`config.mk`:
```
export PLATFORM = sky130hd
export DESIGN_NAME = cpu_seq_ctrl
export DESIGN_NICKNAME = d
export VERILOG_FILES = /design/src/rtl/cpu_pkg.sv /design/src/rtl/seq_wdog.sv /design/src/rtl/cpu_seq_ctrl.sv
export SDC_FILE = /design/constraint.sdc
export NUM_CORES = 1
export LEC_CHECK = 0
export BUFFER_PORTS_ARGS = -buffer_cell sky130_fd_sc_hd__buf_2
export CAP_MARGIN = 30
export CORE_MARGIN = 2
export CORE_UTILIZATION = 45
export CTS_BUF_LIST = sky130_fd_sc_hd__clkbuf_16
export CTS_CLUSTER_SIZE = 25
export DETAILED_ROUTE_END_ITERATION = 8
export PLACE_DENSITY = 0.64
export SETUP_SLACK_MARGIN = 0.4
export SLEW_MARGIN = 10
export SYNTH_ARGS = -nofsm -noshare
export SYNTH_HDL_FRONTEND = slang
export SYNTH_SLANG_ARGS = --single-unit
```
`constraint.sdc`:
```
create_clock -name i_clk -period 7 [get_ports i_clk]
set_input_delay 1.75 -clock i_clk [delete_from_list [all_inputs] [get_ports i_clk]]
set_output_delay 1.75 -clock i_clk [all_outputs]
set_load 0.02 [all_outputs]
```
`src/rtl/cpu_pkg.sv`:
```
// Shared definitions for the NPC core: sequencer state encoding and decoder branch codes.
package cpu_pkg;

   typedef enum logic [2:0] {
      FETCH  = 3'd0,
      F_WAIT = 3'd1,
      DECODE = 3'd2,
      EXEC   = 3'd3,
      M_REQ  = 3'd4,
      M_WAIT = 3'd5,
      WB     = 3'd6,
      HALT   = 3'd7
   } state_e;

   localparam logic [2:0] BR_NONE = 3'b000;
   localparam logic [2:0] BR_JAL  = 3'b001;
   localparam logic [2:0] BR_JALR = 3'b010;
   localparam logic [2:0] BR_BEQ  = 3'b100;
   localparam logic [2:0] BR_BNE  = 3'b101;
   localparam logic [2:0] BR_BLT  = 3'b110;
   localparam logic [2:0] BR_BGE  = 3'b111;

   // States that wait on a memory handshake and are therefore guarded by the watchdog.
   function automatic logic is_wait_state(state_e s);
      return (s == FETCH) || (s == F_WAIT) || (s == M_REQ) || (s == M_WAIT);
   endfunction

endpackage

```
`src/rtl/seq_wdog.sv`:
```
// Wait-state watchdog: counts cycles spent in one state, flags the last permitted cycle.
module seq_wdog #(
   parameter int unsigned TIMEOUT_CYCLES = 1024
) (
   input  logic i_clk,
   input  logic i_rst_n,
   input  logic i_clr,
   input  logic i_en,
   output logic o_expired
);

   localparam int unsigned W = (TIMEOUT_CYCLES > 2) ? $clog2(TIMEOUT_CYCLES) : 1;
   localparam logic [W-1:0] LAST = W'(TIMEOUT_CYCLES - 1);

   logic [W-1:0] r_cnt;

   // Saturates at LAST so a stalled count can never wrap back to a "fresh" value.
   always_ff @(posedge i_clk) begin
      if (!i_rst_n || i_clr) begin
         r_cnt <= '0;
      end else if (i_en && (r_cnt != LAST)) begin
         r_cnt <= r_cnt + 1'b1;
      end
   end

   assign o_expired = (r_cnt == LAST);

endmodule

```
`src/rtl/cpu_seq_ctrl.sv`:
```
// Multi-cycle instruction sequencer: drives IFU/LSU handshakes, gates decoder write requests,
// and keeps halt/timeout status plus cycle and retired-instruction counters.
module cpu_seq_ctrl
   import cpu_pkg::*;
#(
   parameter int unsigned TIMEOUT_CYCLES = 1024,
   parameter int unsigned CNT_W          = 64
) (
   input  logic             i_clk,
   input  logic             i_rst_n,
   output logic             o_ifu_req_valid,
   input  logic             i_ifu_req_ready,
   input  logic             i_ifu_rsp_valid,
   output logic             o_ifu_rsp_ready,
   output logic             o_ir_we,
   input  logic             i_dec_RegWr,
   input  logic             i_dec_MemtoReg,
   input  logic             i_dec_MemWr,
   input  logic [2:0]       i_dec_Branch,
   input  logic             i_is_ebreak,
   output logic             o_lsu_req_valid,
   output logic             o_lsu_req_wr,
   input  logic             i_lsu_req_ready,
   input  logic             i_lsu_rsp_valid,
   output logic             o_lsu_rsp_ready,
   output logic             o_rf_we,
   output logic             o_pc_we,
   output logic             o_halt,
   output logic             o_timeout,
   output logic [CNT_W-1:0] o_cycle_cnt,
   output logic [CNT_W-1:0] o_instret_cnt,
   output logic [2:0]       o_state_dbg
);

   state_e             r_state;
   state_e             w_state_nxt;
   logic               w_to_fire;
   logic               w_expired;
   logic               w_retire;
   logic               r_timeout;
   logic [CNT_W-1:0]   r_cycle_cnt;
   logic [CNT_W-1:0]   r_instret_cnt;
   logic               w_unused_branch;

   // The next-PC mux in the datapath consumes the branch code; the sequencer strobes pc_we only.
   assign w_unused_branch = ^i_dec_Branch;

   seq_wdog #(
      .TIMEOUT_CYCLES(TIMEOUT_CYCLES)
   ) u_wdog (
      .i_clk    (i_clk),
      .i_rst_n  (i_rst_n),
      .i_clr    (w_state_nxt != r_state),
      .i_en     (is_wait_state(r_state)),
      .o_expired(w_expired)
   );

   assign w_retire = (r_state == WB) || ((r_state == DECODE) && i_is_ebreak);

   always_ff @(posedge i_clk) begin
      if (!i_rst_n) begin
         r_state       <= FETCH;
         r_timeout     <= 1'b0;
         r_cycle_cnt   <= '0;
         r_instret_cnt <= '0;
      end else begin
         r_state <= w_state_nxt;
         if (w_to_fire) r_timeout <= 1'b1;
         if (r_state != HALT) r_cycle_cnt <= r_cycle_cnt + 1'b1;
         if (w_retire) r_instret_cnt <= r_instret_cnt + 1'b1;
      end
   end

   // A handshake completing on the last permitted cycle takes priority over the timeout.
   always_comb begin
      w_state_nxt = r_state;
      w_to_fire   = 1'b0;
      case (r_state)
         FETCH: begin
            if (i_ifu_req_ready) w_state_nxt = F_WAIT;
            else if (w_expired) w_to_fire = 1'b1;
         end
         F_WAIT: begin
            if (i_ifu_rsp_valid) w_state_nxt = DECODE;
            else if (w_expired) w_to_fire = 1'b1;
         end
         DECODE:  w_state_nxt = i_is_ebreak ? HALT : EXEC;
         EXEC:    w_state_nxt = (i_dec_MemtoReg || i_dec_MemWr) ? M_REQ : WB;
         M_REQ: begin
            if (i_lsu_req_ready) w_state_nxt = M_WAIT;
            else if (w_expired) w_to_fire = 1'b1;
         end
         M_WAIT: begin
            if (i_lsu_rsp_valid) w_state_nxt = WB;
            else if (w_expired) w_to_fire = 1'b1;
         end
         WB:      w_state_nxt = FETCH;
         HALT:    w_state_nxt = HALT;
         default: w_state_nxt = HALT;
      endcase
      if (w_to_fire) w_state_nxt = HALT;
   end

   always_comb begin
      o_ifu_req_valid = 1'b0;
      o_ifu_rsp_ready = 1'b0;
      o_ir_we         = 1'b0;
      o_lsu_req_valid = 1'b0;
      o_lsu_req_wr    = 1'b0;
      o_lsu_rsp_ready = 1'b0;
      o_rf_we         = 1'b0;
      o_pc_we         = 1'b0;
      case (r_state)
         FETCH:  o_ifu_req_valid = 1'b1;
         F_WAIT: begin
            o_ifu_rsp_ready = 1'b1;
            o_ir_we         = i_ifu_rsp_valid;
         end
         M_REQ: begin
            o_lsu_req_valid = 1'b1;
            o_lsu_req_wr    = i_dec_MemWr;
         end
         M_WAIT: o_lsu_rsp_ready = 1'b1;
         WB: begin
            o_rf_we = i_dec_RegWr;
            o_pc_we = 1'b1;
         end
         default: ;
      endcase
   end

   assign o_halt        = (r_state == HALT);
   assign o_timeout     = r_timeout;
   assign o_cycle_cnt   = r_cycle_cnt;
   assign o_instret_cnt = r_instret_cnt;
   assign o_state_dbg   = r_state;

endmodule

```
Yosys cells after proc, flatten, opt, wreduce, memory -nomap -nowiden --
Index checks and enable logic that the tools add are counted.
Operators by class: add/sub/neg operators 3, multiply operators 0, divide/modulo/power cells 0, magnitude comparators 0, equal/unequal tests 11, shift-type cells 0, multiplexer cells 22, bitwise logic cells 0, reduce and logical (&&, ||, !) cells 10
Operators with widths (count):
- adder 64 x 1 -> 64 bit, second input constant | 2
- case mux 3 bit (8 select lines) | 1
- two-way mux 3 bit | 6
- two-way mux 1 bit | 13
- == test 3 bit, second input constant | 4
- adder 10 x 1 -> 10 bit, second input constant | 1
- == test 10 bit, second input constant | 1
- inequality test 10 bit, second input constant | 1
- == test 3 x 2 -> 1 bit, second input constant | 2
- logical OR 1 bit | 6
- case mux 1 bit (4 select lines) | 1
- == test 3 x 1 -> 1 bit, second input constant | 1
- zero test 3 bit | 1
- inequality test 3 bit | 1
- inequality test 3 bit, second input constant | 1
- logical AND 1 bit | 2
- two-way mux 2 bit | 1
- zero test 1 bit | 1
Word-level totals: flip-flop bits (word level) 142, bits in latches 0, bits in writable memories 0, bits in read-only memories 0, bits of input ports 13, word-level logic and storage cells 51, memories 0

Longest topological paths before layout --
Gate-level depths: netlist of the first run.
depth after elaboration 7, depth in mapped cells 8, mapped depth without buffers 6

Cells and area by module --
From an unflattened synthesis of the first run, not the netlist that was laid out.
Unflattened totals: cell total of the unflattened synthesis 868, area total of the unflattened synthesis 7065.5 um2
Modules (own cells, without submodules):
- cpu_seq_ctrl | times used 1, cells an instance 805, area each 6497.5 um2
- seq_wdog | times used 1, cells an instance 63, area each 568.0 um2

Worst setup path after synthesis of the first run --
Ideal clock, no wire load.
path type in2out, start point in i_ifu_rsp_valid, end point out o_ir_we, arrival time 1.996 ns, required time 5.250 ns, path slack 3.254 ns, stages 1, buffers on the path 0, path through and3_1
On the way: longest elaborated chain between the ends 1
RTL lines:
- start: declaration | line cpu_seq_ctrl.sv:13 | input logic i_ifu_rsp_valid,
- two-way mux 1 bit | line cpu_seq_ctrl.sv:113 | case (r_state)
- end: declaration | line cpu_seq_ctrl.sv:15 | output logic o_ir_we,
Every way passes these cells.

Worst setup path in the final report of the first run --
Same ends and word-level chain as after synthesis.

==> results of run 1 <==
[layout make-up]
type | count | area (µm²) | area share (%)
multi-input cells | 638 | 3782 | 45.33
clock inverters | 15 | 200.2 | 2.399
clock buffers | 17 | 425.4 | 5.098
flip-flops and latches | 142 | 2843 | 34.07
repair buffers | 152 | 763.2 | 9.147
well taps | 188 | 235.2 | 2.819
inverters | 25 | 95.09 | 1.140
[worst max-delay path: stages]
cell	delay, ps
buf_2	120
and3_1	150
buf_2	150
[kinds of logic (layout without fill, tap and decap cells)]
group	after synthesis	count (layout)	share of synthesized area, %
XOR/XNOR	65	65	8.289
AND/OR/NAND/NOR	412	412	32.72
AO/OA/AOI/OAI	151	151	12.50
buffers and inverters	64	209	3.534
multiplexers	7	7	1.020
adder cells (fa/ha/maj)	3	3	0.5466
flip-flops	142	142	41.39
[per-stage QoR]
| step | utilization (%) | total power, mW | instance area [µm²] | cells | hold slack, ps |
|---|---|---|---|---|---|
| detailed placement | 51.34 | 0.9138 | 7719 | 1145 | 437.3 |
| global route | 55.51 | 1.925 | 8344 | 1177 | 473.9 |
| floorplan | - | 0.8915 | 6868 | 844 | 463.1 |
| CTS | 55.51 | 1.880 | 8344 | 1177 | 452.2 |
| global placement | 51.31 | 0.9135 | 7714 | 1144 | 437.3 |
| finish | 55.51 | 1.865 | 8344 | 1177 | 444.7 |
[power groups by stage]
stage | combinational [mW] | clock [mW] | sequential (mW)
floorplan | 0.0501 | 0 | 0.841
global placement | 0.0701 | 0 | 0.843
detailed placement | 0.0704 | 0 | 0.843
CTS | 0.0706 | 0.983 | 0.826
global route | 0.0778 | 1.02 | 0.827
finish | 0.0700 | 0.969 | 0.826
[cell usage in the layout, fill, tap and decap left out, types with 3 or more instances in the layout]
| cell type | n |
|---|---|
| nor4_1 | 18 |
| nand2_1 | 56 |
| xnor2_1 | 35 |
| clkinv_1 | 4 |
| o31ai_1 | 16 |
| or3_1 | 42 |
| nand2b_1 | 9 |
| mux2i_1 | 7 |
| or2_2 | 4 |
| bufinv_16 | 5 |
| clkinv_2 | 4 |
| nor2b_1 | 4 |
| ha_1 | 3 |
| buf_2 | 151 |
| and2_1 | 12 |
| nor3_1 | 18 |
| or4_1 | 20 |
| and3_1 | 21 |
| nand4b_1 | 3 |
| o21ai_0 | 46 |
| nor2_1 | 82 |
| dfxtp_1 | 142 |
| inv_1 | 24 |
| a21oi_1 | 69 |
| nand4_1 | 51 |
| xor2_1 | 30 |
| nand3_1 | 50 |
| and4_1 | 12 |
| clkbuf_16 | 17 |
[metal layers]
layer / routed length (µm) / track usage, % / share of wire, % / vias to the layer above
met5: 0 / 0 / 0 / -
li1: - / - / - / 3358
met4: 282 / 7.563 / 1.6 / 0
met3: 733 / 4.816 / 4.2 / 19
met2: 8018 / 33.34 / 46 / 146
met1: 8405 / 28.19 / 48 / 3149
[path summary, 6_finish.rpt]
path                                 startpoint  slack (ps)         endpoint  cells after the start
worst max-delay path            i_ifu_rsp_valid        3080          o_ir_we                      3
worst min-delay path                  o_timeout         440        o_timeout                      2
worst max register to register   o_state_dbg[2]        3550  o_cycle_cnt[61]                      6
worst min register to register        o_timeout         440        o_timeout                      2
[sequential cells by signal (all words and copies together), names as in the netlist]
register / count
u_wdog.r_cnt: 10
o_instret_cnt: 64
o_cycle_cnt: 64
o_timeout: 1
o_state_dbg: 3
==> run_results.csv, run 1 <==
group,metric,value,unit
status,status,"finished clean",
clocking,clock_path_buffers,2,
synthesis,avgSynthCellArea,8.137,µm²
synthesis,synth_flop_cell,"dfxtp_1",
synthesis,synth_top_area_cell,"dfxtp_1",
clocking,clk_latency,430,ps
layout,antennaDiodeCount,0,
layout,fill_cells,1434,
synthesis,syn_inst,844,
clocking,post-cts-setup-buffer-count,0,
timing,hold_violations,0,
power,clock_power_share,51.9,%
power,p_seq_share,44.3,%
worst_setup_path,worstPathMaxFanout,4,
floorplan,rows,45,
timing,relSlewSlack,38.36,%
floorplan,initial_core_util,45.68,%
clocking,cts_tree,"done",
power,p_comb_share,3.8,%
global_route,antenna_found_initial,0,
timing,skew,11.08,ps
clocking,cts_buffers,17,
routing,drc,0,
synthesis,yosysMostFrequentCell,"dfxtp_1",
clocking,postCtsHoldBufs,0,
synthesis,seq_area_frac_synth,41.39,%
timing,timing.fmax,254.9,MHz
placement,place_ws,2975,ps
global_route,grt_pass1_wl,28.06,mm
power,power_density,223.5,nW/µm²
timing,layout_setup_ws,3077,ps
routing,via_per_inst,5.669,
global_route,overflow,0,
worst_setup_path,endpoint_kind,"primary output",
routing,wire_per_inst,14.82,µm
floorplan,dieArea,16270,µm²
power,p_sw,403.7,µW
worst_setup_path,crit_type,"in2out",
synthesis,async_flop_share,0,%
timing,drv_slew,0,
floorplan,core_area,15030,µm²
power,cellLeakagePower,3.195,nW
timing,period_share,56.04,%
power,peakVddDrop,176.5,µV
power,switching_share,21.65,%
routing,drtIter0Drc,401,
global_route,track_usage,21.05,%
worst_hold_path,hold_class,"reg2reg",
global_route,grt_pass1_vias,5708,
run,cap_viol_max_count,0,
placement,place_congestion,0.8081,
synthesis,ys_types,49,
routing,antenna_left,0,
synthesis,synth_top_area_share,41.39,%
clocking,clock_sinks,142,
worst_setup_path,crit_arrival,2170,ps
power,intPower,1.461,mW
placement,place_hpwl,12.00,mm
synthesis,yosys-top-cells-area,"dfxtp_1, a21oi_1, nand4_1",
floorplan,num_io_pins,154,
global_route,grt_max_degree,72,
synthesis,synth-edff-count,0,
clocking,htreeDepth,4,
routing,routed_wl,17.44,mm
layout,drive_gt1_share,19.11,%
synthesis,ys_warn_count,0,
floorplan,die-height,127.5,µm
layout,layout.nets,992,
synthesis,synthTopCellsByCount,"dfxtp_1, nor2_1, a21oi_1",
floorplan,die_w,127.5,µm
clocking,cts-root-buf,"clkbuf_16",
routing,dr.pass1.iters,5,
routing,vias,6672,
clocking,cts_resized,0,
placement,numPortBuffers,150,
timing,final.min_clock_period,3923,ps
timing,rsz0062_at_grt,"false",
layout,area_growth,21.50,%
worst_setup_path,critical_path_required,5250,ps
synthesis,synth_area,6868,µm²
timing,finalSetupViolations,0,
synthesis,ys_ff_latch,142,
synthesis,synth_nets,860,
worst_setup_path,start_kind,"input pin",
timing,tightest_slew,924.6,ps
timing,setup-tns-final,0,ps
clocking,clk_pin_slew,60,ps
(Power assumes the default switching activity.)
==> run 2, diff against run 1 <==
--- a/config.mk
+++ b/config.mk
@@ -5,6 +5,7 @@
 export SDC_FILE = /design/constraint.sdc
 export NUM_CORES = 1
 export LEC_CHECK = 0
+export ABC_AREA = 1
 export BUFFER_PORTS_ARGS = -buffer_cell sky130_fd_sc_hd__buf_2
 export CAP_MARGIN = 30
 export CORE_MARGIN = 2
@@ -12,7 +13,7 @@
 export CTS_BUF_LIST = sky130_fd_sc_hd__clkbuf_16
 export CTS_CLUSTER_SIZE = 25
 export DETAILED_ROUTE_END_ITERATION = 8
-export PLACE_DENSITY = 0.64
+export PLACE_DENSITY = 0.63
 export SETUP_SLACK_MARGIN = 0.4
 export SLEW_MARGIN = 10
 export SYNTH_ARGS = -nofsm -noshare
==> constraint.sdc (replaced) <==
create_clock -name i_clk -period 3.85 [get_ports i_clk]
set_input_delay 0.9625 -clock i_clk [delete_from_list [all_inputs] [get_ports i_clk]]
set_output_delay 0.9625 -clock i_clk [all_outputs]
set_load 0.02 [all_outputs]
==> run_results.csv, run 2 <==
group,metric,value,unit
timing,timing.fmax,343.9,MHz
worst_setup_path,r2r_start,"o_state_dbg[0]",
power,power_density,366.7,nW/µm²
floorplan,core_area,17120,µm²
layout,fill_cells,1772,
synthesis,syn_inst,1212,
worst_setup_path,crit_arrival,1950,ps
routing,via_per_inst,5.015,
power,cellLeakagePower,3.929,nW
placement,place_congestion,0.8875,
clocking,cts_tree,"done",
worst_setup_path,endpoint_kind,"primary output",
synthesis,ys_warn_count,0,
timing,layout_setup_ws,942.4,ps
layout,drive_gt1_share,15.76,%
synthesis,synth_top_area_cell,"dfxtp_1",
worst_hold_path,hold_start,"o_timeout",
synthesis,yosysMostFrequentCell,"nand2_1",
worst_setup_path,crit_start,"o_state_dbg[0]",
global_route,track_usage,23.57,%
synthesis,avgSynthCellArea,6.443,µm²
timing,relSlewSlack,46.37,%
timing,drv_slew,0,
timing,skew,6.618,ps
routing,routed_wl,21.93,mm
worst_setup_path,rrSetupSlack,1500,ps
synthesis,synth_nets,1228,
placement,place_hpwl,16.27,mm
layout,antennaDiodeCount,0,
routing,wire_per_inst,13.69,µm
floorplan,initial_core_util,45.62,%
floorplan,die-height,135.7,µm
synthesis,seq_area_frac_synth,36.40,%
clocking,cts_resized,0,
synthesis,synthTopCellsByCount,"nand2_1, nor2_1, inv_1",
routing,drtIter0Drc,441,
clocking,clock_sinks,142,
layout,seq_area,2843,µm²
synthesis,synth-edff-count,0,
clocking,cts-root-buf,"clkbuf_16",
layout,multi_input_area,4219,µm²
clocking,clk_pin_slew,60,ps
worst_setup_path,reg2reg_depth,10,
routing,dr.pass1.iters,5,
synthesis,yosys-top-cells-area,"dfxtp_1, nand2_1, nor2_1",
global_route,grt_pass1_vias,7060,
worst_setup_path,cpMaxStageDelayCell,"dfxtp_1",
synthesis,synth_top_area_share,36.40,%
power,peakVddDrop,301.9,µV
synthesis,synth_flop_cell,"dfxtp_1",
global_route,antenna_found_initial,0,
timing,final.min_clock_period,2908,ps
worst_setup_path,start_kind,"flip-flop",
worst_setup_path,critPathMaxStageDelay,560,ps
layout,area_growth,20.01,%
clocking,post-cts-setup-buffer-count,0,
worst_setup_path,worstPathMaxFanout,16,
floorplan,dieArea,18420,µm²
layout,layout_common_cells,"nand2_1, nor2_1, inv_1",
timing,finalSetupViolations,0,
global_route,grt_max_degree,74,
layout,layout.nets,1380,
synthesis,async_flop_share,0,%
floorplan,num_io_pins,154,
worst_hold_path,min_to,"o_timeout",
worst_hold_path,hold_class,"reg2reg",
worst_setup_path,r2r-end,"o_instret_cnt[60]",
timing,setup-tns-final,0,ps
routing,antenna_left,0,
timing,tightest_slew,804.4,ps
global_route,overflow,0,
timing,hold_violations,0,
worst_setup_path,critical_path_required,2890,ps
worst_hold_path,hold_path_depth,2,
synthesis,ys_ff_latch,142,
routing,vias,8034,
layout,layout_commonest_cell,"nand2_1",
layout,final_core_util,54.75,%
timing,whs,449.7,ps
timing,rsz0062_at_grt,"false",
global_route,grt_pass1_wl,34.74,mm
routing,drc,0,
clocking,htreeDepth,4,
synthesis,synth_area,7809,µm²
clocking,clk_latency,420,ps
run,cap_viol_max_count,0,
worst_setup_path,crit_type,"reg2out",
timing,period_share,75.52,%
synthesis,ys_types,38,
worst_setup_path,cp_cell_sequence,"nand3_2, inv_2, buf_2",
placement,place_ws,1115,ps
placement,numPortBuffers,150,
clocking,clock_path_buffers,2,
clocking,cts_buffers,17,
clocking,postCtsHoldBufs,0,
status,status,"finished clean",
floorplan,die_w,135.7,µm
power,power,3.436,mW
floorplan,rows,48,
run 2: cell types whose count changed after synthesis, sizes merged, moves of 12 or more:
| cell | before | now |
|---|---|---|
| and3 | 21 | 7 |
| and4 | 12 | 0 |
| clkbuf | 37 | 14 |
| inv | 25 | 174 |
| nand2 | 56 | 260 |
| nand3 | 50 | 93 |
| nand4 | 53 | 33 |
| nor2 | 82 | 234 |
| nor3 | 18 | 59 |
| o31ai | 16 | 0 |
| or3 | 42 | 0 |
| or4 | 21 | 0 |
| xnor2 | 35 | 11 |
run 2: layout make-up:
cell class                      count  area share (%)
Clock inverter                     15           1.923
Multi-Input combinational cell    876           45.02
Tap cell                          225           3.004
Sequential cell                   142           30.33
Inverter                          175           7.009
Clock buffer                       17           4.539
Timing Repair Buffer              152           8.171
run 2: worst max-delay path, delay by kind of cell (launching register included):
kind | cells | cell delay, ps
DFF | 1 | 560
buffers and inverters | 2 | 550
and+or+nand+nor | 1 | 410
run 2: through the flow:
step	area (µm²)	instances
floorplan	7809	1212
finish	9371	1602
global placement	8766	1570
global route	9371	1602
CTS	9371	1602
detailed placement	8766	1570
run 2: cell families (layout without fill, tap and decap cells):
kind of cell | after synthesis | count (layout) | synth area share [%]
flip-flops | 142 | 142 | 36.40
adder cells (fa/ha/maj) | 3 | 3 | 0.4807
AO/OA/AOI/OAI | 131 | 131 | 8.845
buffers and inverters | 194 | 359 | 9.566
XOR/XNOR | 31 | 31 | 3.477
AND/OR/NAND/NOR | 711 | 711 | 41.23
run 2: routing by layer:
| metal | global-route usage (%) | vias to the layer above | share of wire, % |
|---|---|---|---|
| met5 | 0 | - | 0 |
| met4 | 6.944 | 0 | 1.5 |
| met3 | 4.377 | 22 | 5.9 |
| met2 | 37.68 | 247 | 45 |
| met1 | 32.40 | 3564 | 48 |
| li1 | - | 4201 | - |
run 2: worst max-delay path by stage:
stage,cells after the start,slack (ps),to
floorplan,1,1400,o_rf_we
global placement,10,1120,o_instret_cnt[60]
detailed placement,10,1120,o_instret_cnt[52]
CTS,3,950,o_halt
global route,3,850,o_halt
finish,3,940,o_halt
run 2: where the power goes:
group	switching (mW)	leakage (nW)	internal, mW
clock	0.643	0.298	1.07
combinational	0.148	2.49	0.0655
sequential	0.0245	1.14	1.49
